$ cat src/rtl/mips_writeback_unit.sv
`default_nettype none
// ============================================================================
// Module      : mips_writeback_unit
// Description : Register-file write-port arbiter for ALU results and load
//               returns, with a collision FIFO and a pending-write hazard query.
// Revision    : 1.0 - initial release
// ============================================================================
module mips_writeback_unit #(
   parameter int DATA_WIDTH = 32,
   parameter int FIFO_DEPTH = 2
) (
   input  logic                  clk,
   input  logic                  reset,
   input  logic                  alu_valid,
   output logic                  alu_ready,
   input  logic [4:0]            alu_dst,
   input  logic [DATA_WIDTH-1:0] alu_data,
   input  logic                  load_issue,
   output logic                  load_issue_ready,
   input  logic [4:0]            load_dst,
   input  logic                  mem_rvalid,
   input  logic [DATA_WIDTH-1:0] mem_rdata,
   input  logic [4:0]            query_addr_1,
   input  logic [4:0]            query_addr_2,
   input  logic [4:0]            query_addr_dst,
   output logic                  hazard,
   output logic                  rf_write_enable,
   output logic [4:0]            rf_dst_addr,
   output logic [DATA_WIDTH-1:0] rf_write_data
);

   localparam int PTR_W = $clog2(FIFO_DEPTH);
   localparam int CNT_W = PTR_W + 1;
   localparam logic [CNT_W-1:0] C_FIFO_FULL = CNT_W'(FIFO_DEPTH);
   localparam logic [PTR_W-1:0] C_PTR_ONE   = PTR_W'(1);
   localparam logic [CNT_W-1:0] C_CNT_ONE   = CNT_W'(1);

   typedef enum logic [0:0] {
      S_IDLE      = 1'b0,
      S_WAIT_LOAD = 1'b1
   } state_t;

   state_t                r_state;
   logic [4:0]            r_load_dst;
   logic [4:0]            r_fifo_dst  [FIFO_DEPTH];
   logic [DATA_WIDTH-1:0] r_fifo_data [FIFO_DEPTH];
   logic [PTR_W-1:0]      r_rd_ptr;
   logic [PTR_W-1:0]      r_wr_ptr;
   logic [CNT_W-1:0]      r_count;

   logic                  w_fifo_empty;
   logic                  w_fifo_full;
   logic                  w_alu_accept;
   logic                  w_load_return;
   logic                  w_sel_valid;
   logic [4:0]            w_sel_dst;
   logic [DATA_WIDTH-1:0] w_sel_data;
   logic                  w_push;
   logic                  w_pop;
   logic [31:0]           w_pend;
   logic [PTR_W-1:0]      w_off;

   assign w_fifo_empty     = (r_count == '0);
   assign w_fifo_full      = (r_count == C_FIFO_FULL);
   assign alu_ready        = !reset && !w_fifo_full;
   assign load_issue_ready = !reset && (r_state == S_IDLE);
   assign w_alu_accept     = alu_valid && alu_ready;
   assign w_load_return    = (r_state == S_WAIT_LOAD) && mem_rvalid;

   // Load return beats queued ALU results, which beat a fresh ALU result;
   // a fresh result only bypasses the FIFO when nothing older is queued.
   always_comb begin
      w_sel_valid = 1'b0;
      w_sel_dst   = '0;
      w_sel_data  = '0;
      w_pop       = 1'b0;
      w_push      = 1'b0;
      if (w_load_return) begin
         w_sel_valid = 1'b1;
         w_sel_dst   = r_load_dst;
         w_sel_data  = mem_rdata;
         w_push      = w_alu_accept;
      end else if (!w_fifo_empty) begin
         w_sel_valid = 1'b1;
         w_sel_dst   = r_fifo_dst[r_rd_ptr];
         w_sel_data  = r_fifo_data[r_rd_ptr];
         w_pop       = 1'b1;
         w_push      = w_alu_accept;
      end else if (w_alu_accept) begin
         w_sel_valid = 1'b1;
         w_sel_dst   = alu_dst;
         w_sel_data  = alu_data;
      end
   end

   // One bit per architectural register that still has a write in flight.
   always_comb begin
      w_pend = '0;
      w_off  = '0;
      if (r_state == S_WAIT_LOAD) begin
         w_pend[r_load_dst] = 1'b1;
      end
      for (int i = 0; i < FIFO_DEPTH; i++) begin
         w_off = PTR_W'(i) - r_rd_ptr;
         if ({1'b0, w_off} < r_count) begin
            w_pend[r_fifo_dst[i]] = 1'b1;
         end
      end
      if (rf_write_enable) begin
         w_pend[rf_dst_addr] = 1'b1;
      end
      w_pend[0] = 1'b0;
   end

   assign hazard = w_pend[query_addr_1] | w_pend[query_addr_2] | w_pend[query_addr_dst];

   always_ff @(posedge clk) begin
      if (reset) begin
         r_state         <= S_IDLE;
         r_load_dst      <= '0;
         r_rd_ptr        <= '0;
         r_wr_ptr        <= '0;
         r_count         <= '0;
         rf_write_enable <= 1'b0;
         rf_dst_addr     <= '0;
         rf_write_data   <= '0;
      end else begin
         // $0 writes are consumed but never reach the register file.
         rf_write_enable <= w_sel_valid && (w_sel_dst != 5'd0);
         if (w_sel_valid) begin
            rf_dst_addr   <= w_sel_dst;
            rf_write_data <= w_sel_data;
         end

         case (r_state)
            S_IDLE: begin
               if (load_issue) begin
                  r_load_dst <= load_dst;
                  r_state    <= S_WAIT_LOAD;
               end
            end
            S_WAIT_LOAD: begin
               if (mem_rvalid) begin
                  r_state <= S_IDLE;
               end
            end
            default: r_state <= S_IDLE;
         endcase

         if (w_push) begin
            r_fifo_dst[r_wr_ptr]  <= alu_dst;
            r_fifo_data[r_wr_ptr] <= alu_data;
            r_wr_ptr              <= r_wr_ptr + C_PTR_ONE;
         end
         if (w_pop) begin
            r_rd_ptr <= r_rd_ptr + C_PTR_ONE;
         end
         case ({w_push, w_pop})
            2'b10:   r_count <= r_count + C_CNT_ONE;
            2'b01:   r_count <= r_count - C_CNT_ONE;
            default: r_count <= r_count;
         endcase
      end
   end

endmodule
`default_nettype wire

$ cat config.mk
export PLATFORM = sky130hd
export DESIGN_NAME = mips_writeback_unit
export DESIGN_NICKNAME = d
export VERILOG_FILES = /design/src/rtl/mips_writeback_unit.sv
export SDC_FILE = /design/constraint.sdc
export NUM_CORES = 1
export LEC_CHECK = 0
export CAP_MARGIN = 20
export CELL_PAD_IN_SITES_DETAIL_PLACEMENT = 0
export CELL_PAD_IN_SITES_GLOBAL_PLACEMENT = 2
export CORE_MARGIN = 5
export CORE_UTILIZATION = 24
export DETAILED_ROUTE_END_ITERATION = 16
export PLACE_DENSITY = 0.59
export SYNTH_ARGS = -nofsm -noshare
export SYNTH_HDL_FRONTEND = slang
export SYNTH_SLANG_ARGS = --single-unit
$ cat constraint.sdc
create_clock -name clk -period 5.5 [get_ports clk]
set_clock_uncertainty 0.1 [all_clocks]
set_input_delay 1.1 -clock clk [delete_from_list [all_inputs] [get_ports clk]]
set_output_delay 1.1 -clock clk [all_outputs]
set_load 0.02 [all_outputs]
# Word-level counts from Yosys, hierarchy flattened
# Memories as Yosys holds them, arrays and structs flattened. A register that Yosys moved wholly into a read port is not among the register bits.
# Index checks and enable logic that the tools add are counted.
word_totals:
  reg_bits: 48
  latch_bits: 0
  ram_bits: 74
  rom_bits: 0
  input_bits: 94
  output_inout_bits: 41
  word_cells: 95
  memories: 2
mem_list:
  columns: ["name", "words", "word_bits", "rd", "rd_ports_with_merged_regs", "write_ports", "line_no", "source"]
  rows:
  - ["r_fifo_data", 2, 32, 1, 1, 1, "46", "logic [DATA_WIDTH-1:0] r_fifo_data [FIFO_DEPTH];"]
  - ["r_fifo_dst", 2, 5, 3, 1, 1, "45", "logic [4:0] r_fifo_dst [FIFO_DEPTH];"]
op_classes:
  n_addsub: 6
  n_mul: 0
  div_mod_pow: 0
  magnitude_cmp: 13
  eq_ne: 3
  shifts: 0
  n_mux: 42
  bitwise_logic: 6
  reduce_logical: 15
op_table:
  columns: ["op", "count"]
  rows:
  - ["32-bit two-way mux", 7]
  - ["32-bit OR", 3]
  - ["5-bit by 6-bit < comparator with 1-bit output, second input constant", 7]
  - ["1-bit two-way mux", 23]
  - ["1-bit demux with 5-bit select", 4]
  - ["5-bit by 1-bit >= comparator with 1-bit output, second input constant", 4]
  - ["1-bit binary-select mux with 5-bit select", 3]
  - ["5-bit two-way mux", 3]
  - ["1-bit logical AND", 9]
  - ["5-bit nonzero test", 1]
  - ["2-bit == test, second input constant", 2]
  - ["1-bit by 2-bit < comparator with 1-bit output", 2]
  - ["2-bit one-hot mux with 2 select lines", 1]
  - ["1-bit adder, second input constant", 2]
  - ["2-bit by 1-bit adder with 2-bit output, second input constant", 1]
  - ["2-bit by 1-bit == test with 1-bit output, second input constant", 1]
  - ["1-bit zero test", 2]
  - ["2-bit zero test", 1]
  - ["1-bit OR", 2]
  - ["1-bit one-hot mux with 2 select lines", 1]
  - ["2-bit AND reduction", 1]
  - ["2-bit nonzero test", 1]
  - ["1-bit subtractor, first input constant", 2]
  - ["2-bit by 1-bit subtractor with 2-bit output, second input constant", 1]
  - ["1-bit inverter", 1]

# Longest topological paths before layout
depth:
  word_depth: 15
  mapped_depth: 10
  mapped_depth_nobuf: 9

# Worst setup path after synthesis
# Ideal clock, no wire load.
synth_path:
  path_type: "input to output"
  start: "input port query_addr_1[1]"
  end: "output port hazard"
  arrival_ns: 3.200
  required_ns: 4.300
  slack_ns: 1.100
  stages: 7
  n_path_buf: 2
  cell_sequence: "clkbuf_1 -> clkbuf_1 -> mux2i_1 -> nor2_1 -> a2111oi_0 -> and3b_2 -> or4_1"
synth_between:
  elab_chain_len: 4
synth_rtl:
  columns: ["element", "line_no", "source"]
  rows:
  - ["start: declaration", "23", "input logic [4:0] query_addr_1,"]
  - ["1-bit binary-select mux with 5-bit select", "115", "assign hazard = w_pend[query_addr_1] | w_pend[query_addr_2] | w_pend[query_addr_dst];"]
  - ["1-bit two-way mux (not written as such)", "115", null]
  - ["1-bit OR (2 in series)", "115", null]
  - ["end: declaration", "26", "output logic hazard,"]
# Every way passes these cells. The select of a mux whose other input is x is not followed.

# Worst setup path in the final report
layout_path:
  start: "register rf_dst_addr[1]"
  end: "output port hazard"
layout_between:
  elab_chain_len: 10
  elab_cells_between_ends: 15
  cone_classes: "order compare: 2; mux: 9; bitwise: 3; reduce/logical: 1"
layout_rtl:
  columns: ["element", "line_no", "source"]
  rows:
  - ["start: declaration", "28", "output logic [4:0] rf_dst_addr,"]
  - ["start signal: assignment", "131", "rf_dst_addr <= w_sel_dst;"]
  - ["5-bit by 6-bit < comparator with 1-bit output (not written as such) / 5-bit by 1-bit >= comparator with 1-bit output (equally long branches)", "110", "w_pend[rf_dst_addr] = 1'b1;"]
  - ["1-bit logical AND (not written as such)", "110", null]
  - ["1-bit two-way mux (not written as such)", "110", null]
  - ["1-bit demux with 5-bit select *", "110", null]
  - ["32-bit OR (no source line) *", null, null]
  - ["32-bit two-way mux *", "109", "if (rf_write_enable) begin"]
  - ["1-bit binary-select mux with 5-bit select", "115", null]
  - ["1-bit two-way mux (not written as such)", "115", null]
  - ["1-bit OR", "115", null]
  - ["1-bit OR *", "115", null]
# Every way passes the cells marked *; elsewhere a longest branch is shown, timed or not. The select of a mux whose other input is x is not followed.

==> metrics.log <==
[metrics] number of nets with antenna violations after detailed routing: 0
[metrics] Fill cells: 3089
[metrics] number of vias after detailed routing: 6253
[metrics] final slew viol count: 0
[metrics] insertion delay to the later sink of the worst-skew pair: 0.40 ns
[metrics] final critical-path required period: 5.149 ns
[metrics] DRT Wirelength: 26100 um
[metrics] worst-case register-to-register setup slack: 2.87 ns
[metrics] average routed wire per standard cell: 21.30 um
[metrics] number of instances in the synthesized netlist: 723
[metrics] clock power share: 0.258
[metrics] Core ar.: 29800 um^2
[metrics] Iteration-0 DRC Markers: 260
[metrics] Finish-stage setup viols: 0
[metrics] Mapped Area: 7267 um^2
[metrics] slowest cell on the critical path: sky130_fd_sc_hd__clkdlybuf4s50_1
[metrics] data required time of the critical path: 4.30 ns
[metrics] area delta synth->final: 29.48%
[metrics] Max Fanout on Critical Path: 10
[metrics] Worst-path clk slew: 0.06 ns
[metrics] cell type group with the largest total delay on the critical path: simple AND/OR/NAND/NOR gates
[metrics] placer's final routability congestion estimate: 0.8255
[metrics] area of the die: 33860 um^2
[metrics] final sum of negative setup slack: 0 ns
[metrics] Post-layout nets: 916
[metrics] vias per std cell: 5.104
[metrics] htree depth: 4
[metrics] maximum clock frequency: 194.2 MHz
[metrics] net switching power figure: 0.001617 W
[metrics] Initial DRT Pass Iterations: 4
[metrics] Rows: 63
[metrics] Worst-Margin Slew: 0.9874 ns
[metrics] top-level I/O count: 135
[metrics] final standard cell count with taps included and fillers excluded: 1225
[metrics] commonest cells after routing, fill and taps aside: 133 x sky130_fd_sc_hd__clkdlybuf4s50_1, 98 x sky130_fd_sc_hd__nor2_1, 74 x sky130_fd_sc_hd__edfxtp_1, 67 x sky130_fd_sc_hd__a211oi_1, 50 x sky130_fd_sc_hd__mux2i_1
[metrics] DRC errors left: 0
[metrics] yosys warns: 0
[metrics] worst vdd rail ir drop: 0.2395 mV
[metrics] gr ovfl total: 0
[metrics] power share of the sequential group: 0.320
[metrics] async set-reset flop share out of synthesis: 0
[metrics] distinct cell type count after synthesis: 77
[metrics] max-capacitance violation count: 0
[metrics] Final Hold Vio Count: 0
[metrics] critical path class: register to primary output
[metrics] part of the Yosys area used for sequential elements: 0.4408
[metrics] setup repair after global routing missed its margin: no
[metrics] buffer depth of the longest clock path: 2
[metrics] post-synthesis register bit count: 123
[metrics] total power density per cell area: 438.1 nW/um^2
[metrics] post-detailed-placement half-perimeter wirelength: 18730 um
[metrics] Worst Setup End Kind: primary output
[metrics] number of buffers inserted by port buffering: 134
[metrics] GRT Util Overall: 0.1505
[metrics] fraction of layout instances using a drive strength above 1: 0.1091
[metrics] die width: 184.0 um
[metrics] Final Worst Setup Slack: 0.3514 ns
[metrics] CTS Root Buffer Type: sky130_fd_sc_hd__clkbuf_16
[metrics] most common library cell in the layout ignoring fill and taps: sky130_fd_sc_hd__clkdlybuf4s50_1
[metrics] initial antenna violation count: 3
[metrics] total of cells resized after clock tree synthesis: 0
[metrics] wire length of the first global-routing pass: 39260 um
[metrics] via count of the first global-routing pass: 6469
[metrics] mean instance size in the synthesized netlist: 10.05 um^2
[metrics] Static Leakage: 3.194 nW
[metrics] Int Pwr: 0.002504 W
[metrics] stage delay of the slowest cell on the critical path: 0.56 ns
[metrics] total clock buffers created by CTS: 17
[metrics] Clock Sink Count: 123
[metrics] combinational power share: 0.422
[metrics] largest net degree at the start of global routing: 69
[metrics] total placed cells including tap cells: 1192
[metrics] worst-case setup slack after placement: 0.3935 ns
[metrics] flip-flop cell with the highest count after synthesis: sky130_fd_sc_hd__edfxtp_1
[metrics] critical path launch point type: register
[metrics] Critical Path, Cell by Cell: and3b_1 -> a22oi_1 -> nand3_1 -> mux4_2 -> and2_2 -> o21ai_1 -> a32oi_1 -> or4_1 -> clkdlybuf4s50_1
[metrics] Rel. slew slack: 0.3417
[metrics] buffers inserted by post-CTS timing repair: 0
[metrics] initial core utilization: 0.2439
[metrics] data arrival time of the critical path: 3.95 ns
[metrics] net count after synthesis: 818
[metrics] clock tree from TritonCTS: done
[metrics] WP buf/inv: 1
[metrics] post-route fraction of the period consumed by the critical path: 0.9361
[metrics] switching portion of total power: 0.3924
[metrics] height of the chip: 184.0 um
[metrics] Hold-fix buffers, CTS: 0
[metrics] result of the run: completed
[metrics] Hold WC Path Type: register to register
[metrics] number of flops mapped to enable cells by yosys: 74
## kinds of logic after synthesis
family / share of synthesized area
flip-flops: 0.4408
XOR/XNOR: 0.004822
multiplexers: 0.1112
AO/OA/AOI/OAI: 0.2035
AND/OR/NAND/NOR: 0.1816
buffers and inverters: 0.05630
adder cells (fa/ha/maj): 0.001721
## worst paths after layout
check                           depth (start not counted)                            end                     startpoint
worst min register to register                          2  rf_write_data[4]$_SDFFE_PP0P_  rf_write_data[4]$_SDFFE_PP0P_
worst max register to register                          5   r_fifo_data[0][11]$_DFFE_PP_             r_state$_SDFF_PP0_
worst max-delay path                                    9                         hazard    rf_dst_addr[1]$_SDFFE_PP0P_
worst min-delay path                                    2  rf_write_data[4]$_SDFFE_PP0P_  rf_write_data[4]$_SDFFE_PP0P_
## per-stage QoR
stage          total power (W)  hold WS, ns  area (um^2)  utilization
3_3_place_gp          0.003085       0.3421         8837       0.2966
6_report              0.004122       0.3673         9409       0.3158
4_1_cts               0.004186       0.3686         9407       0.3157
2_1_floorplan         0.002457       0.3984         7267            -
3_5_place_dp          0.003100       0.3502         8837       0.2966
5_1_grt               0.004401       0.3859         9407       0.3157
## cells in the mapped netlist (3+ instances only)
library cell / count / area (um^2)
sky130_fd_sc_hd__nor2_1: 99 / 371.6
sky130_fd_sc_hd__edfxtp_1: 74 / 2222
sky130_fd_sc_hd__a211oi_1: 67 / 503.0
sky130_fd_sc_hd__mux2i_1: 50 / 500.5
sky130_fd_sc_hd__dfxtp_1: 49 / 980.9
sky130_fd_sc_hd__clkbuf_1: 42 / 157.7
sky130_fd_sc_hd__nor3_1: 40 / 200.2
sky130_fd_sc_hd__nand2_1: 19 / 71.32
sky130_fd_sc_hd__nand3_1: 16 / 80.08
sky130_fd_sc_hd__nor3b_1: 15 / 112.6
sky130_fd_sc_hd__a21oi_1: 14 / 70.07
sky130_fd_sc_hd__a221o_1: 14 / 140.1
sky130_fd_sc_hd__a22o_1: 13 / 113.9
sky130_fd_sc_hd__mux2_2: 13 / 146.4
sky130_fd_sc_hd__o211ai_1: 13 / 97.59
sky130_fd_sc_hd__and3b_1: 12 / 105.1
sky130_fd_sc_hd__o22ai_1: 12 / 75.07
sky130_fd_sc_hd__buf_6: 11 / 123.9
sky130_fd_sc_hd__inv_1: 10 / 37.54
sky130_fd_sc_hd__nand3b_1: 10 / 75.07
sky130_fd_sc_hd__a221oi_1: 9 / 78.83
sky130_fd_sc_hd__and3_1: 9 / 56.30
sky130_fd_sc_hd__a22oi_1: 8 / 60.06
sky130_fd_sc_hd__buf_1: 8 / 30.03
sky130_fd_sc_hd__o21ai_0: 8 / 40.04
sky130_fd_sc_hd__nand2b_1: 6 / 37.54
sky130_fd_sc_hd__and2_1: 5 / 31.28
sky130_fd_sc_hd__mux4_2: 5 / 112.6
sky130_fd_sc_hd__nor2b_1: 4 / 25.02
sky130_fd_sc_hd__a211o_1: 3 / 26.28
sky130_fd_sc_hd__buf_4: 3 / 22.52
sky130_fd_sc_hd__xnor2_1: 3 / 26.28
## registers in the layout, indices dropped and copies added (netlist names), 2 cells and up, named ones only
| register | cells |
|---|---|
| rf_write_data | 32 |
| r_fifo_dst | 10 |
| r_fifo_data | 64 |
| r_load_dst | 5 |
| rf_dst_addr | 5 |
| r_count | 2 |
## power groups by stage
stage               clock, W  sequential, W  combinational (W)
floorplan                  0        0.00141            0.00104
global placement           0        0.00133            0.00176
detailed placement         0        0.00133            0.00177
CTS                  0.00109        0.00132            0.00177
global route         0.00113        0.00134            0.00192
finish               0.00106        0.00132            0.00174
## routing by layer
metal  routed length, um  GRT usage  vias to the layer above
met3                1477    0.04254                       29
met5                  41          0                        -
met1               11520     0.1921                     3037
met4                 433    0.04022                        6
li1                    -          -                     3002
met2               12620     0.2507                      179
## worst reg2reg max path, stage by stage, from the launching register on
cell,delay [ns]
sky130_fd_sc_hd__dfxtp_1,0.55
sky130_fd_sc_hd__nand2_1,0.31
sky130_fd_sc_hd__a21oi_1,0.31
sky130_fd_sc_hd__inv_1,0.13
sky130_fd_sc_hd__nor2_4,0.48
sky130_fd_sc_hd__buf_4,0.41
## layout make-up
cell class	count	area, um^2	share of cell area
multi-input combinational	521	3670	0.3900
inverter	11	41.29	0.004388
clock inverter	15	143.9	0.01529
sequential	123	3204	0.3406
clock buffer	17	425.4	0.04521
antenna	1	2.502	0.0002660
tap	390	488.0	0.05186
timing repair buffer	147	1434	0.1524
(Power assumes the default switching activity.)
